==> src/rtl/border_crop_axis.sv <==
// ============================================================================
// Module   : border_crop_axis
// Purpose  : Strips a NUM_PADDING-wide halo from every AXI-Stream frame and
//            regenerates tuser/tlast for the cropped IMG_WIDTH x IMG_HEIGHT grid.
// Revision : 1.0 - initial release
// ============================================================================
`default_nettype none

module border_crop_axis #(
  parameter int C_AXIS_TDATA_WIDTH = 32,
  parameter int IMG_WIDTH          = 640,
  parameter int IMG_HEIGHT         = 480,
  parameter int NUM_PADDING        = 1
) (
  input  logic                            clk,
  input  logic                            reset,
  input  logic                            s00_axis_tvalid,
  output logic                            s00_axis_tready,
  input  logic [C_AXIS_TDATA_WIDTH-1:0]   s00_axis_tdata,
  input  logic [C_AXIS_TDATA_WIDTH/8-1:0] s00_axis_tstrb,
  input  logic                            s00_axis_tlast,
  input  logic                            s00_axis_tuser,
  output logic                            m00_axis_tvalid,
  input  logic                            m00_axis_tready,
  output logic [C_AXIS_TDATA_WIDTH-1:0]   m00_axis_tdata,
  output logic [C_AXIS_TDATA_WIDTH/8-1:0] m00_axis_tstrb,
  output logic                            m00_axis_tlast,
  output logic                            m00_axis_tuser,
  output logic                            err_line,
  output logic                            err_sof
);

  localparam int SW = C_AXIS_TDATA_WIDTH / 8;

  localparam logic [15:0] c_PW_LAST   = 16'(IMG_WIDTH + 2 * NUM_PADDING - 1);
  localparam logic [15:0] c_PH_LAST   = 16'(IMG_HEIGHT + 2 * NUM_PADDING - 1);
  localparam logic [15:0] c_LO        = 16'(NUM_PADDING);
  localparam logic [15:0] c_COL_HI    = 16'(IMG_WIDTH + NUM_PADDING);
  localparam logic [15:0] c_ROW_HI    = 16'(IMG_HEIGHT + NUM_PADDING);
  localparam logic [15:0] c_COL_LASTK = 16'(IMG_WIDTH + NUM_PADDING - 1);

  typedef enum logic [0:0] {
    ST_IDLE   = 1'b0,
    ST_ACTIVE = 1'b1
  } state_t;

  state_t state_q, state_d;
  logic [15:0] col_q, col_d;
  logic [15:0] row_q, row_d;

  logic                m_valid_q, m_valid_d;
  logic [C_AXIS_TDATA_WIDTH-1:0] m_data_q, m_data_d;
  logic [SW-1:0]       m_strb_q, m_strb_d;
  logic                m_last_q, m_last_d;
  logic                m_user_q, m_user_d;
  logic                err_line_q, err_line_d;
  logic                err_sof_q, err_sof_d;

  logic [15:0] w_col;
  logic [15:0] w_row;
  logic        w_proc;
  logic        w_keep;
  logic        w_acc;
  logic        w_col_end;
  logic        w_eol;
  logic        w_frame_end;

  // A tuser beat always counts as pixel (0,0), whether it opens a frame from
  // IDLE or restarts one mid-frame.
  always_comb begin
    w_col       = s00_axis_tuser ? 16'd0 : col_q;
    w_row       = s00_axis_tuser ? 16'd0 : row_q;
    w_proc      = (state_q == ST_ACTIVE) || s00_axis_tuser;
    w_keep      = w_proc &&
                  (w_col >= c_LO) && (w_col < c_COL_HI) &&
                  (w_row >= c_LO) && (w_row < c_ROW_HI);
    // Dropped beats bypass the output register, so they never stall.
    s00_axis_tready = !reset && (!w_keep || !m_valid_q || m00_axis_tready);
    w_acc       = s00_axis_tvalid && s00_axis_tready;
    w_col_end   = (w_col == c_PW_LAST);
    w_eol       = w_col_end || s00_axis_tlast;
    w_frame_end = w_eol && (w_row == c_PH_LAST);
  end

  always_comb begin
    state_d    = state_q;
    col_d      = col_q;
    row_d      = row_q;
    err_line_d = 1'b0;
    err_sof_d  = 1'b0;

    if (w_acc && w_proc) begin
      err_line_d = (w_col_end != s00_axis_tlast);
      err_sof_d  = (state_q == ST_ACTIVE) && s00_axis_tuser &&
                   ((col_q != 16'd0) || (row_q != 16'd0));
      if (w_eol) begin
        col_d = 16'd0;
        if (w_frame_end) begin
          row_d   = 16'd0;
          state_d = ST_IDLE;
        end else begin
          row_d   = w_row + 16'd1;
          state_d = ST_ACTIVE;
        end
      end else begin
        col_d   = w_col + 16'd1;
        row_d   = w_row;
        state_d = ST_ACTIVE;
      end
    end
  end

  always_comb begin
    m_valid_d = m_valid_q;
    m_data_d  = m_data_q;
    m_strb_d  = m_strb_q;
    m_last_d  = m_last_q;
    m_user_d  = m_user_q;

    if (w_acc && w_keep) begin
      m_valid_d = 1'b1;
      m_data_d  = s00_axis_tdata;
      m_strb_d  = s00_axis_tstrb;
      m_last_d  = (w_col == c_COL_LASTK);
      m_user_d  = (w_col == c_LO) && (w_row == c_LO);
    end else if (m00_axis_tready) begin
      m_valid_d = 1'b0;
    end
  end

  always_ff @(posedge clk) begin
    if (reset) begin
      state_q    <= ST_IDLE;
      col_q      <= 16'd0;
      row_q      <= 16'd0;
      m_valid_q  <= 1'b0;
      m_data_q   <= '0;
      m_strb_q   <= '0;
      m_last_q   <= 1'b0;
      m_user_q   <= 1'b0;
      err_line_q <= 1'b0;
      err_sof_q  <= 1'b0;
    end else begin
      state_q    <= state_d;
      col_q      <= col_d;
      row_q      <= row_d;
      m_valid_q  <= m_valid_d;
      m_data_q   <= m_data_d;
      m_strb_q   <= m_strb_d;
      m_last_q   <= m_last_d;
      m_user_q   <= m_user_d;
      err_line_q <= err_line_d;
      err_sof_q  <= err_sof_d;
    end
  end

  assign m00_axis_tvalid = m_valid_q;
  assign m00_axis_tdata  = m_data_q;
  assign m00_axis_tstrb  = m_strb_q;
  assign m00_axis_tlast  = m_last_q;
  assign m00_axis_tuser  = m_user_q;
  assign err_line        = err_line_q;
  assign err_sof         = err_sof_q;

endmodule

`default_nettype wire

==> config.mk <==
export PLATFORM = sky130hd
export DESIGN_NAME = border_crop_axis
export DESIGN_NICKNAME = d
export VERILOG_FILES = /design/src/rtl/border_crop_axis.sv
export SDC_FILE = /design/constraint.sdc
export NUM_CORES = 1
export LEC_CHECK = 0
export BUFFER_PORTS_ARGS = -buffer_cell sky130_fd_sc_hd__buf_4
export CELL_PAD_IN_SITES_DETAIL_PLACEMENT = 1
export CELL_PAD_IN_SITES_GLOBAL_PLACEMENT = 1
export CORE_UTILIZATION = 36
export CTS_CLUSTER_DIAMETER = 150
export CTS_CLUSTER_SIZE = 12
export DETAILED_ROUTE_END_ITERATION = 8
export PLACE_DENSITY_LB_ADDON = 0.3
export SYNTH_ARGS = -nofsm -noshare
export SYNTH_HDL_FRONTEND = slang
export SYNTH_SLANG_ARGS = --single-unit
==> constraint.sdc <==
create_clock -name clk -period 2.84 [get_ports clk]
set_input_delay 0.142 -clock clk [delete_from_list [all_inputs] [get_ports clk]]
set_output_delay 0.142 -clock clk [all_outputs]
set_load 0.01 [all_outputs]
==> results of run 1 <==
## sequential cells by signal, indices dropped and copies added (netlist names)
name / cells
m00_axis_tdata: 32
col_q: 16
row_q: 16
m00_axis_tstrb: 4
err_line: 1
err_sof: 1
m00_axis_tlast: 1
m00_axis_tuser: 1
m00_axis_tvalid: 1
state_q: 1
## area by class of cell
class	count	area (um2)
timing repair buffer	127	1067
inverter	9	33.78
clock inverter	6	65.06
clock buffer	10	127.6
fill	1202	4783
multi-input combinational	324	2183
tap	133	166.4
sequential	74	1483
## stage by stage
stage | worst slack (ns) | hold WS [ns] | instances
6_report | -0.08740 | 0.01395 | 683
5_1_grt | -0.3335 | 0.01356 | 683
4_1_cts | -0.04318 | 0.01702 | 676
3_5_place_dp | -0.1689 | 0.3635 | 654
3_3_place_gp | -0.02703 | 0.3580 | 654
2_1_floorplan | -0.01611 | 0.2521 | 433
## power groups by stage
| stage | logic, uW | registers [uW] | clock network [uW] |
|---|---|---|---|
| after floorplan | 77.2 | 1070 | 0 |
| after CTS | 167 | 1040 | 841 |
| after global placement | 159 | 1070 | 0 |
| after global routing | 190 | 1040 | 892 |
| after detailed placement | 164 | 1070 | 0 |
| final | 174 | 1040 | 830 |
## routing by layer
metal / track usage (%) / share of wire, % / up-vias
met4: 9.110 / 2.4 / 0
met5: 0 / 0 / -
met2: 40.41 / 52 / 97
met3: 3.084 / 4.6 / 27
li1: - / - / 1788
met1: 25.30 / 41 / 1846
## worst paths after layout
path / slack [ns] / endpoint / startpoint / cells past startpoint
setup / recovery: -0.09 / row_q[12]$_SDFFE_PP0P_ / col_q[11]$_SDFFE_PP0P_ / 13
hold / removal: 0.01 / m00_axis_tdata[9]$_SDFFE_PP0P_ / s00_axis_tdata[9] / 3
setup reg to reg: -0.09 / row_q[12]$_SDFFE_PP0P_ / col_q[11]$_SDFFE_PP0P_ / 13
hold reg to reg: 0.47 / m00_axis_tuser$_SDFFE_PP0P_ / m00_axis_tuser$_SDFFE_PP0P_ / 2
## worst max-delay path, stage by stage (launching register included)
cell and delay, ns:
dfxtp_1 0.32, or4_4 0.54, nor3_4 0.15, a21oi_2 0.09, nor3b_2 0.20, nand3_1 0.16, ha_4 0.20, and4b_1 0.25
and4_1 0.23, nand2_2 0.09, nor4b_4 0.28, o21ai_1 0.08, nor3_1 0.13, nor3_1 0.07
## kinds of logic (layout without fill, tap and decap cells)
group	after synthesis	in the layout	synth area share, %
xor+xnor	3	3	0.7074
fa+ha+maj	7	7	2.358
compound gates	82	82	15.53
simple gates	195	195	27.45
mux	37	37	9.970
flops	74	74	39.88
buf+inv	35	152	4.109
## cells in the final DEF, fill, tap and decap left out, types with 4 or more instances in the layout
master    instances
a32o_1            4
nor2b_1          11
and4b_1           5
a31oi_1           8
a311oi_1          5
o32ai_1           4
nand2b_1          6
mux2i_1          37
nand3_1          22
clkbuf_8          9
buf_4           115
dfxtp_1          73
or2_2             4
or3_1             6
ha_1              6
nor2_1           56
nor4_1            6
inv_1             9
nand2_1          34
a21oi_1          15
o21ai_0          15
buf_6             5
nor3_1            8
## repair_timing
action                     in CTS  in global routing
hold endpoints to repair        1                  0
buffers inserted                5                  5
pin swaps                       4                  6
gates resized for setup         9                 19
hold buffers                    1                  0
setup endpoints to repair      15                 22
gates cloned                    0                  2
==> metrics.cfg, run 1 <==
[setup_path]
cp-start-kind = register
cp.arrival_ns = 3.15
setup.worst_path.class = reg2reg
cp-end-kind = register
critPathMaxFanout = 3
cp.required_ns = 3.06

[synthesis]
synth-seq-cells = 74
netlist.area_leader.share_pct = 39.88
synth-main-ff-cell = dfxtp_1
synth_edf_count = 0
yosysMostFrequentCell = dfxtp_1
ys_warn_count = 0
synth_area_um2 = 3715
synth_area_leaders = dfxtp_1 (40%), mux2i_1 (10%), nor2_1 (5.8%)
seq_area_frac_synth_pct = 39.88
synth_fp_nets = 482
synthArstFlopShare_pct = 0
syn-mean-instance-area_um2 = 8.579
synthDistinctLibCells = 54
synthCells = 433
synthTopCellsByCount = dfxtp_1 (74), nor2_1 (57), mux2i_1 (37)
synth_top_area_cell = dfxtp_1

[drt]
first_pass_iters = 4
drc = 0
drt_iter0_markers = 150
wl_mm = 12.23
ant_nets = 0
drt-vias-per-instance = 5.502
routed-via-count = 3758
wl_per_cell_um = 17.90

[timing]
setup_ws_ns = -0.08740
maxSlewHeadroom_pct = 49.84
slew_violations = 0
min_period_over_period_pct = 103.1
finalHoldViolCount = 0
finClkSkew_ns = 0.01590
layout_min_cycle_time_ns = 2.927
max_freq_mhz = 341.6
rsz0062_at_grt = yes
tns_ns = -0.5174
setup_viol = 10
worst_pin_slew_ns = 0.7524

[floorplan]
die_h_um = 103.6
boundaryPins = 84
num_rows = 36
die_area_um2 = 10730
start_util_pct = 37.49
core_area_um2 = 9910
die_w_um = 103.6

[min_path]
worst_hold_path_type = in2reg

[grt]
grt_use_total_pct = 21.96
grt_max_degree = 68
grt_pass1_vias = 3970
antenna_found_initial = 0
grt-ovfl-total = 0
grt_pass1_wl_mm = 19.12

[clock_tree]
clk_pin_slew_ns = 0.09
clock-sinks = 74
cts_max_level = 3
cts_tree = built
cts_buffer_depth = 2
worst_skew_pair.late_latency_ns = 0.36
clockRootBuffer = clkbuf_8
numCtsBuffers = 9

[place]
place.gp.congestion = 0.8151
dp.final_hpwl_mm = 7.885
placed_area_um2 = 4692
port_buffers = 83

[power_and_ir_drop]
switchingPower_uw = 518.5
combinationalPowerShare_pct = 8.5
pwr-share-clk_pct = 40.5
p_per_area_nw_per_um2 = 399.6
seqPwrFrac_pct = 51.0
p_int_uw = 1530
p_leak_uw = 0.002346
sw_frac_of_total_pct = 25.31
irDropWorstVdd_v = 0.0002433
finalPower_uw = 2048

[cells_and_area]
drive_above_1_share_pct = 31.09
diodes = 0
synthToLayoutAreaGrowth_pct = 37.99
nets = 594
stdcell_area_um2 = 5126
fin_util_pct = 51.73

[outcome]
violations = negative setup slack
status = finished with violations

[job]
max-cap-violations = 0

(Power assumes the default switching activity.)
==> run 2, diff against run 1 <==
- ABC_AREA: default -> 1
- CORE_UTILIZATION: 36 -> 35
==> metrics.cfg, run 2 <==
[grt]
grt-ovfl-total = 0  ; unchanged
antenna_found_initial = 0  ; unchanged
grt_pass1_wl_mm = 23.32  ; +22%
grt_pass1_vias = 4857  ; +22%
grt_max_degree = 35  ; -49%
grt_use_total_pct = 22.51  ; +0.55 points

[cells_and_area]
synthToLayoutAreaGrowth_pct = 25.34
nets = 851  ; +43%
diodes = 0  ; unchanged
final_common_cell = nand2_1
drive_above_1_share_pct = 19.33  ; -12 points
final_cell_mix = nand2_1 (213), nor2_1 (142), buf_4 (101)
largest_reg_flops = 32  ; unchanged

[floorplan]
die_h_um = 114.8  ; +11%
die_w_um = 114.8  ; +11%
num_rows = 40  ; +11%
die_area_um2 = 13180  ; +23%
boundaryPins = 84  ; unchanged
core_area_um2 = 12210  ; +23%
start_util_pct = 36.47  ; -1.0 points

[synthesis]
synthDistinctLibCells = 37  ; -31%
synth_area_leaders = dfxtp_1 (33%), nand2_1 (18%), nor2_1 (12%)
synth_area_um2 = 4453  ; +20%
syn-mean-instance-area_um2 = 6.202  ; -28%
ys_warn_count = 0  ; unchanged
synth-main-ff-cell = dfxtp_1
yosysMostFrequentCell = nand2_1
synth_top_area_cell = dfxtp_1
synth_fp_nets = 767  ; +59%
netlist.area_leader.share_pct = 33.27  ; -6.6 points
synth_edf_count = 0  ; unchanged
synthArstFlopShare_pct = 0  ; unchanged
synth-seq-cells = 74  ; unchanged
seq_area_frac_synth_pct = 33.27  ; -6.6 points
synthTopCellsByCount = nand2_1 (213), nor2_1 (143), inv_1 (93)
synthCells = 718  ; +66%

[clock_tree]
cts_tree = built
numCtsBuffers = 9  ; unchanged
clockRootBuffer = clkbuf_16
worst_skew_pair.late_latency_ns = 0.35  ; about the same
clock-sinks = 74  ; unchanged
cts_max_level = 3  ; unchanged
clk_pin_slew_ns = 0.06  ; -0.03 ns
cts_buffer_depth = 2  ; unchanged

[setup_path]
critPathMaxFanout = 12  ; +9
cp.required_ns = 3.12  ; +0.06 ns
cp-start-kind = register
setup.worst_path.class = reg2reg
cp.arrival_ns = 2.89  ; -0.26 ns
r2r-start = col_q[1]$_SDFFE_PP0P_
cp-end-kind = register
startpoint = col_q[1]$_SDFFE_PP0P_

[timing]
maxSlewHeadroom_pct = 69.97  ; +20 points
finalHoldViolCount = 0  ; unchanged
setup_viol = 0  ; -10
min_period_over_period_pct = 92.12  ; -11 points
tns_ns = 0  ; +0.5174 ns
max_freq_mhz = 382.2  ; +12%
worst_pin_slew_ns = 0.4504  ; -0.3019 ns
finClkSkew_ns = 0.01218  ; -0.003719 ns
slew_violations = 0  ; unchanged
layout_min_cycle_time_ns = 2.616  ; -0.3112 ns
setup_ws_ns = 0.2238  ; +0.3112 ns
rsz0062_at_grt = no

[place]
dp_slack_ns = 0.04033  ; +0.2092 ns
dp.final_hpwl_mm = 10.34  ; +31%
place.gp.congestion = 0.9595  ; +18%
port_buffers = 83  ; unchanged

[power_and_ir_drop]
irDropWorstVdd_v = 0.0002404  ; -1.2%
p_per_area_nw_per_um2 = 434.1  ; +8.6%
p_leak_uw = 0.002667  ; +14%

[drt]
routed-via-count = 4731  ; +26%
drt_iter0_markers = 217  ; +45%
drc = 0  ; unchanged
drt-vias-per-instance = 4.852  ; -12%
wl_per_cell_um = 14.40  ; -20%
ant_nets = 0  ; unchanged
wl_mm = 14.04  ; +15%
first_pass_iters = 4  ; unchanged

[job]
max-cap-violations = 0  ; unchanged

[min_path]
hp-start = s00_axis_tdata[3]
worst_hold_path_type = in2reg

[outcome]
status = completed

run 2: cell types whose count changed after synthesis, moves of 10 or more:
cell / change
xor2_1: +10
nor2_1: +86
inv_1: +84
a21oi_2: +11
nand2_1: +178
a21oi_1: +11
nor2b_1: -12
mux2i_1: -37
nand4_1: +10
run 2: worst max-delay path: stages (launching register included):
cell,delay [ns]
dfxtp_1,0.30
inv_2,0.07
nor2_1,0.07
inv_1,0.09
ha_1,0.15
inv_1,0.06
nor2_2,0.12
or3b_2,0.45
ha_1,0.21
buf_4,0.19
nor4_2,0.35
nand2_1,0.13
xor2_1,0.16
nand2_1,0.08
a21oi_2,0.12
run 2: cells by family (layout without fill, tap and decap cells):
family                   Yosys count  in the layout  synth area share [%]
adder cells (fa/ha/maj)            7              7                 1.967
AO/OA/AOI/OAI                     57             57                 7.390
XOR/XNOR                          12             12                 2.360
AND/OR/NAND/NOR                  442            442                 42.46
buffers and inverters            126            215                 12.56
flip-flops                        74             74                 33.27
run 2: per-stage QoR:
step / hold slack [ns] / cell area (um2) / util [%] / power (uW) / instances
floorplan: 0.2769 / 4453 / - / 1175 / 718
global placement: 0.3625 / 5250 / 42.99 / 1253 / 958
detailed placement: 0.3735 / 5250 / 42.99 / 1257 / 958
CTS: 0.01494 / 5555 / 45.49 / 2451 / 974
global route: 0.02368 / 5582 / 45.71 / 2510 / 975
finish: 0.01940 / 5582 / 45.71 / 2423 / 975
run 2: timing repair:
action,CTS,global route
setup endpoints to repair,0,5
gates resized for setup,0,5
buffers inserted,0,1
hold buffers,0,0
run 2: power breakdown:
part	internal (uW)	total [uW]	switching (uW)
clock network	709	1190	480
logic	74.8	183	108
registers	1050	1050	4.88
run 2: worst paths after layout:
kind,end,slack (ns),cells after the start
hold / removal,m00_axis_tdata[3]$_SDFFE_PP0P_,0.02,3
setup reg to reg,row_q[11]$_SDFFE_PP0P_,0.22,14
hold reg to reg,row_q[14]$_SDFFE_PP0P_,0.48,2
setup / recovery,row_q[11]$_SDFFE_PP0P_,0.22,14
run 2: final cells by class:
type / count / area, um2
Clock buffer: 11 / 242.7
Timing Repair Buffer: 102 / 778.2
Fill cell: 1687 / 6630
Clock inverter: 5 / 62.56
Sequential cell: 74 / 1481
Tap cell: 168 / 210.2
Multi-Input combinational cell: 518 / 2440
Inverter: 97 / 366.6
run 2: layer usage:
metal  vias to the layer above  GRT usage (%)  wire (um)
met5                         -              0          0
met4                         0          8.918        344
met3                        26          3.321        445
met2                        85          42.18       7379
met1                      2249          25.59       5871
li1                       2371              -          -
==> run 3, diff against run 2 <==
- REMOVE_ABC_BUFFERS: default -> 1
==> metrics.cfg, run 3 (synthesis results as in run 2) <==
[outcome]
status = completed

[power_and_ir_drop]
irDropWorstVdd_v = 0.0001933  ; -20%
p_leak_uw = 0.002658  ; -0.34%
p_int_uw = 1890  ; +3.3%
p_per_area_nw_per_um2 = 443.8  ; +2.2%
sw_frac_of_total_pct = 23.76  ; -0.71 points
seqPwrFrac_pct = 42.4  ; -1.0 points
pwr-share-clk_pct = 50.0  ; +0.9 points
switchingPower_uw = 589.1  ; -0.66%
combinationalPowerShare_pct = 7.6  ; about the same

[timing]
tns_ns = 0  ; unchanged
worst_pin_slew_ns = 0.5329  ; +0.08252 ns
finClkSkew_ns = 0.006257  ; -0.005922 ns
finalHoldViolCount = 0  ; unchanged
max_freq_mhz = 388.7  ; +1.7%
rsz0062_at_grt = no
slew_violations = 0  ; unchanged
maxSlewHeadroom_pct = 64.20  ; -5.8 points
min_period_over_period_pct = 90.59  ; -1.5 points
setup_viol = 0  ; unchanged
layout_min_cycle_time_ns = 2.573  ; -0.04353 ns

[drt]
first_pass_iters = 4  ; unchanged
wl_per_cell_um = 14.58  ; +1.3%
drc = 0  ; unchanged
routed-via-count = 4670  ; -1.3%
drt_iter0_markers = 251  ; +16%
wl_mm = 14.15  ; +0.76%
ant_nets = 0  ; unchanged
drt-vias-per-instance = 4.814  ; -0.78%

[cells_and_area]
fillers = 1670  ; -1.0%
nets = 847  ; -0.47%
final_cells = 970  ; -0.51%
final_cell_mix = nand2_1 (213), nor2_1 (142), buf_4 (96)
synthToLayoutAreaGrowth_pct = 25.43  ; about the same
diodes = 0  ; unchanged
largest_reg_flops = 32  ; unchanged
final_common_cell = nand2_1
drive_above_1_share_pct = 18.83  ; -0.50 points

[clock_tree]
numCtsBuffers = 9  ; unchanged
clk_pin_slew_ns = 0.06  ; about the same
cts_buffer_depth = 2  ; unchanged
cts_tree = built
clock-sinks = 74  ; unchanged
worst_skew_pair.late_latency_ns = 0.35  ; about the same
cts-resized-gates = 0  ; unchanged
post-cts-setup-buffers = 0  ; unchanged
ctsHoldBuffers = 0  ; unchanged
clockRootBuffer = clkbuf_16
cts_max_level = 3  ; unchanged

[floorplan]
start_util_pct = 36.47  ; unchanged
die_w_um = 114.8  ; unchanged
num_rows = 40  ; unchanged
boundaryPins = 84  ; unchanged
core_area_um2 = 12210  ; unchanged
die_area_um2 = 13180  ; unchanged
die_h_um = 114.8  ; unchanged

[grt]
antenna_found_initial = 0  ; unchanged
grt_use_total_pct = 22.32  ; -0.18 points
grt_pass1_wl_mm = 22.98  ; -1.5%
grt_pass1_vias = 4711  ; -3.0%
grt_max_degree = 78  ; +120%
grt-ovfl-total = 0  ; unchanged

[setup_path]
cp.arrival_ns = 2.85  ; -0.04 ns
cp-start-kind = register
setup.worst_path.class = reg2reg
critPathMaxFanout = 6  ; -6
cp-end-kind = register
cp.required_ns = 3.12  ; about the same

[job]
max-cap-violations = 0  ; unchanged

[place]
dp.final_hpwl_mm = 10.29  ; -0.52%
place.gp.congestion = 0.8816  ; -8.1%
port_buffers = 83  ; unchanged
placedCellCount = 955  ; -0.31%

[min_path]
worst_hold_path_type = in2reg

run 3: stage by stage:
| step | util, % | hold WS [ns] | area (um2) | worst slack, ns | total power [uW] |
|---|---|---|---|---|---|
| 6_report | 45.74 | 0.01021 | 5585 | 0.2674 | 2479 |
| 5_1_grt | 45.74 | 0.02397 | 5585 | 0.02940 | 2564 |
| 3_3_place_gp | 42.91 | 0.3620 | 5240 | 0.2017 | 1258 |
| 4_1_cts | 45.51 | 0.003168 | 5558 | 0.02816 | 2516 |
| 2_1_floorplan | - | 0.2044 | 4260 | -0.04421 | 1151 |
| 3_5_place_dp | 42.91 | 0.3717 | 5240 | 0.04082 | 1262 |
run 3: layer usage:
layer  routed length [um]  vias to the layer above  track usage (%)  share of wire [%]
li1                     -                     2357                -                  -
met1                 6708                     2197            28.28                 47
met2                 6551                      102            38.10                 46
met3                  640                       14            3.321                4.5
met4                  246                        0            9.091                1.7
met5                    0                        -                0                  0
run 3: path summary, 6_finish.rpt:
path | end | slack (ns) | start | cells past startpoint
setup / recovery | row_q[12]$_SDFFE_PP0P_ | 0.27 | col_q[1]$_SDFFE_PP0P_ | 17
setup reg to reg | row_q[12]$_SDFFE_PP0P_ | 0.27 | col_q[1]$_SDFFE_PP0P_ | 17
hold reg to reg | row_q[15]$_SDFFE_PP0P_ | 0.49 | row_q[15]$_SDFFE_PP0P_ | 2
hold / removal | m00_axis_tdata[6]$_SDFFE_PP0P_ | 0.01 | s00_axis_tdata[6] | 3
run 3: cell type report:
class                   instances  area [um2]  share of cell area (%)
well taps                     168       210.2                   3.763
clock buffers                   9       225.2                   4.032
clock inverters                 6       92.59                   1.658
inverters                      97       366.6                   6.564
multi-input cells             518        2449                   43.84
flip-flops and latches         74        1481                   26.52
repair buffers                 98       760.7                   13.62
run 3: worst max-delay path: stages, from the launching register on:
cell and delay [ns]:
dfxtp_1 0.29, inv_1 0.10, nor2_1 0.08, inv_1 0.09, ha_1 0.15, inv_1 0.05
nor2_2 0.14, or3b_4 0.41, ha_4 0.20, clkinv_1 0.06, nand4_1 0.13, buf_4 0.19
nor3_2 0.14, nand3_1 0.11, xor2_1 0.15, inv_1 0.05, nand2_1 0.05, a21oi_1 0.12
run 3: power groups by stage:
stage / clock network (uW) / logic (uW) / registers, uW
floorplan: 0 / 77.1 / 1070
global placement: 0 / 185 / 1070
detailed placement: 0 / 189 / 1070
CTS: 1280 / 190 / 1050
global route: 1300 / 208 / 1050
finish: 1240 / 189 / 1050
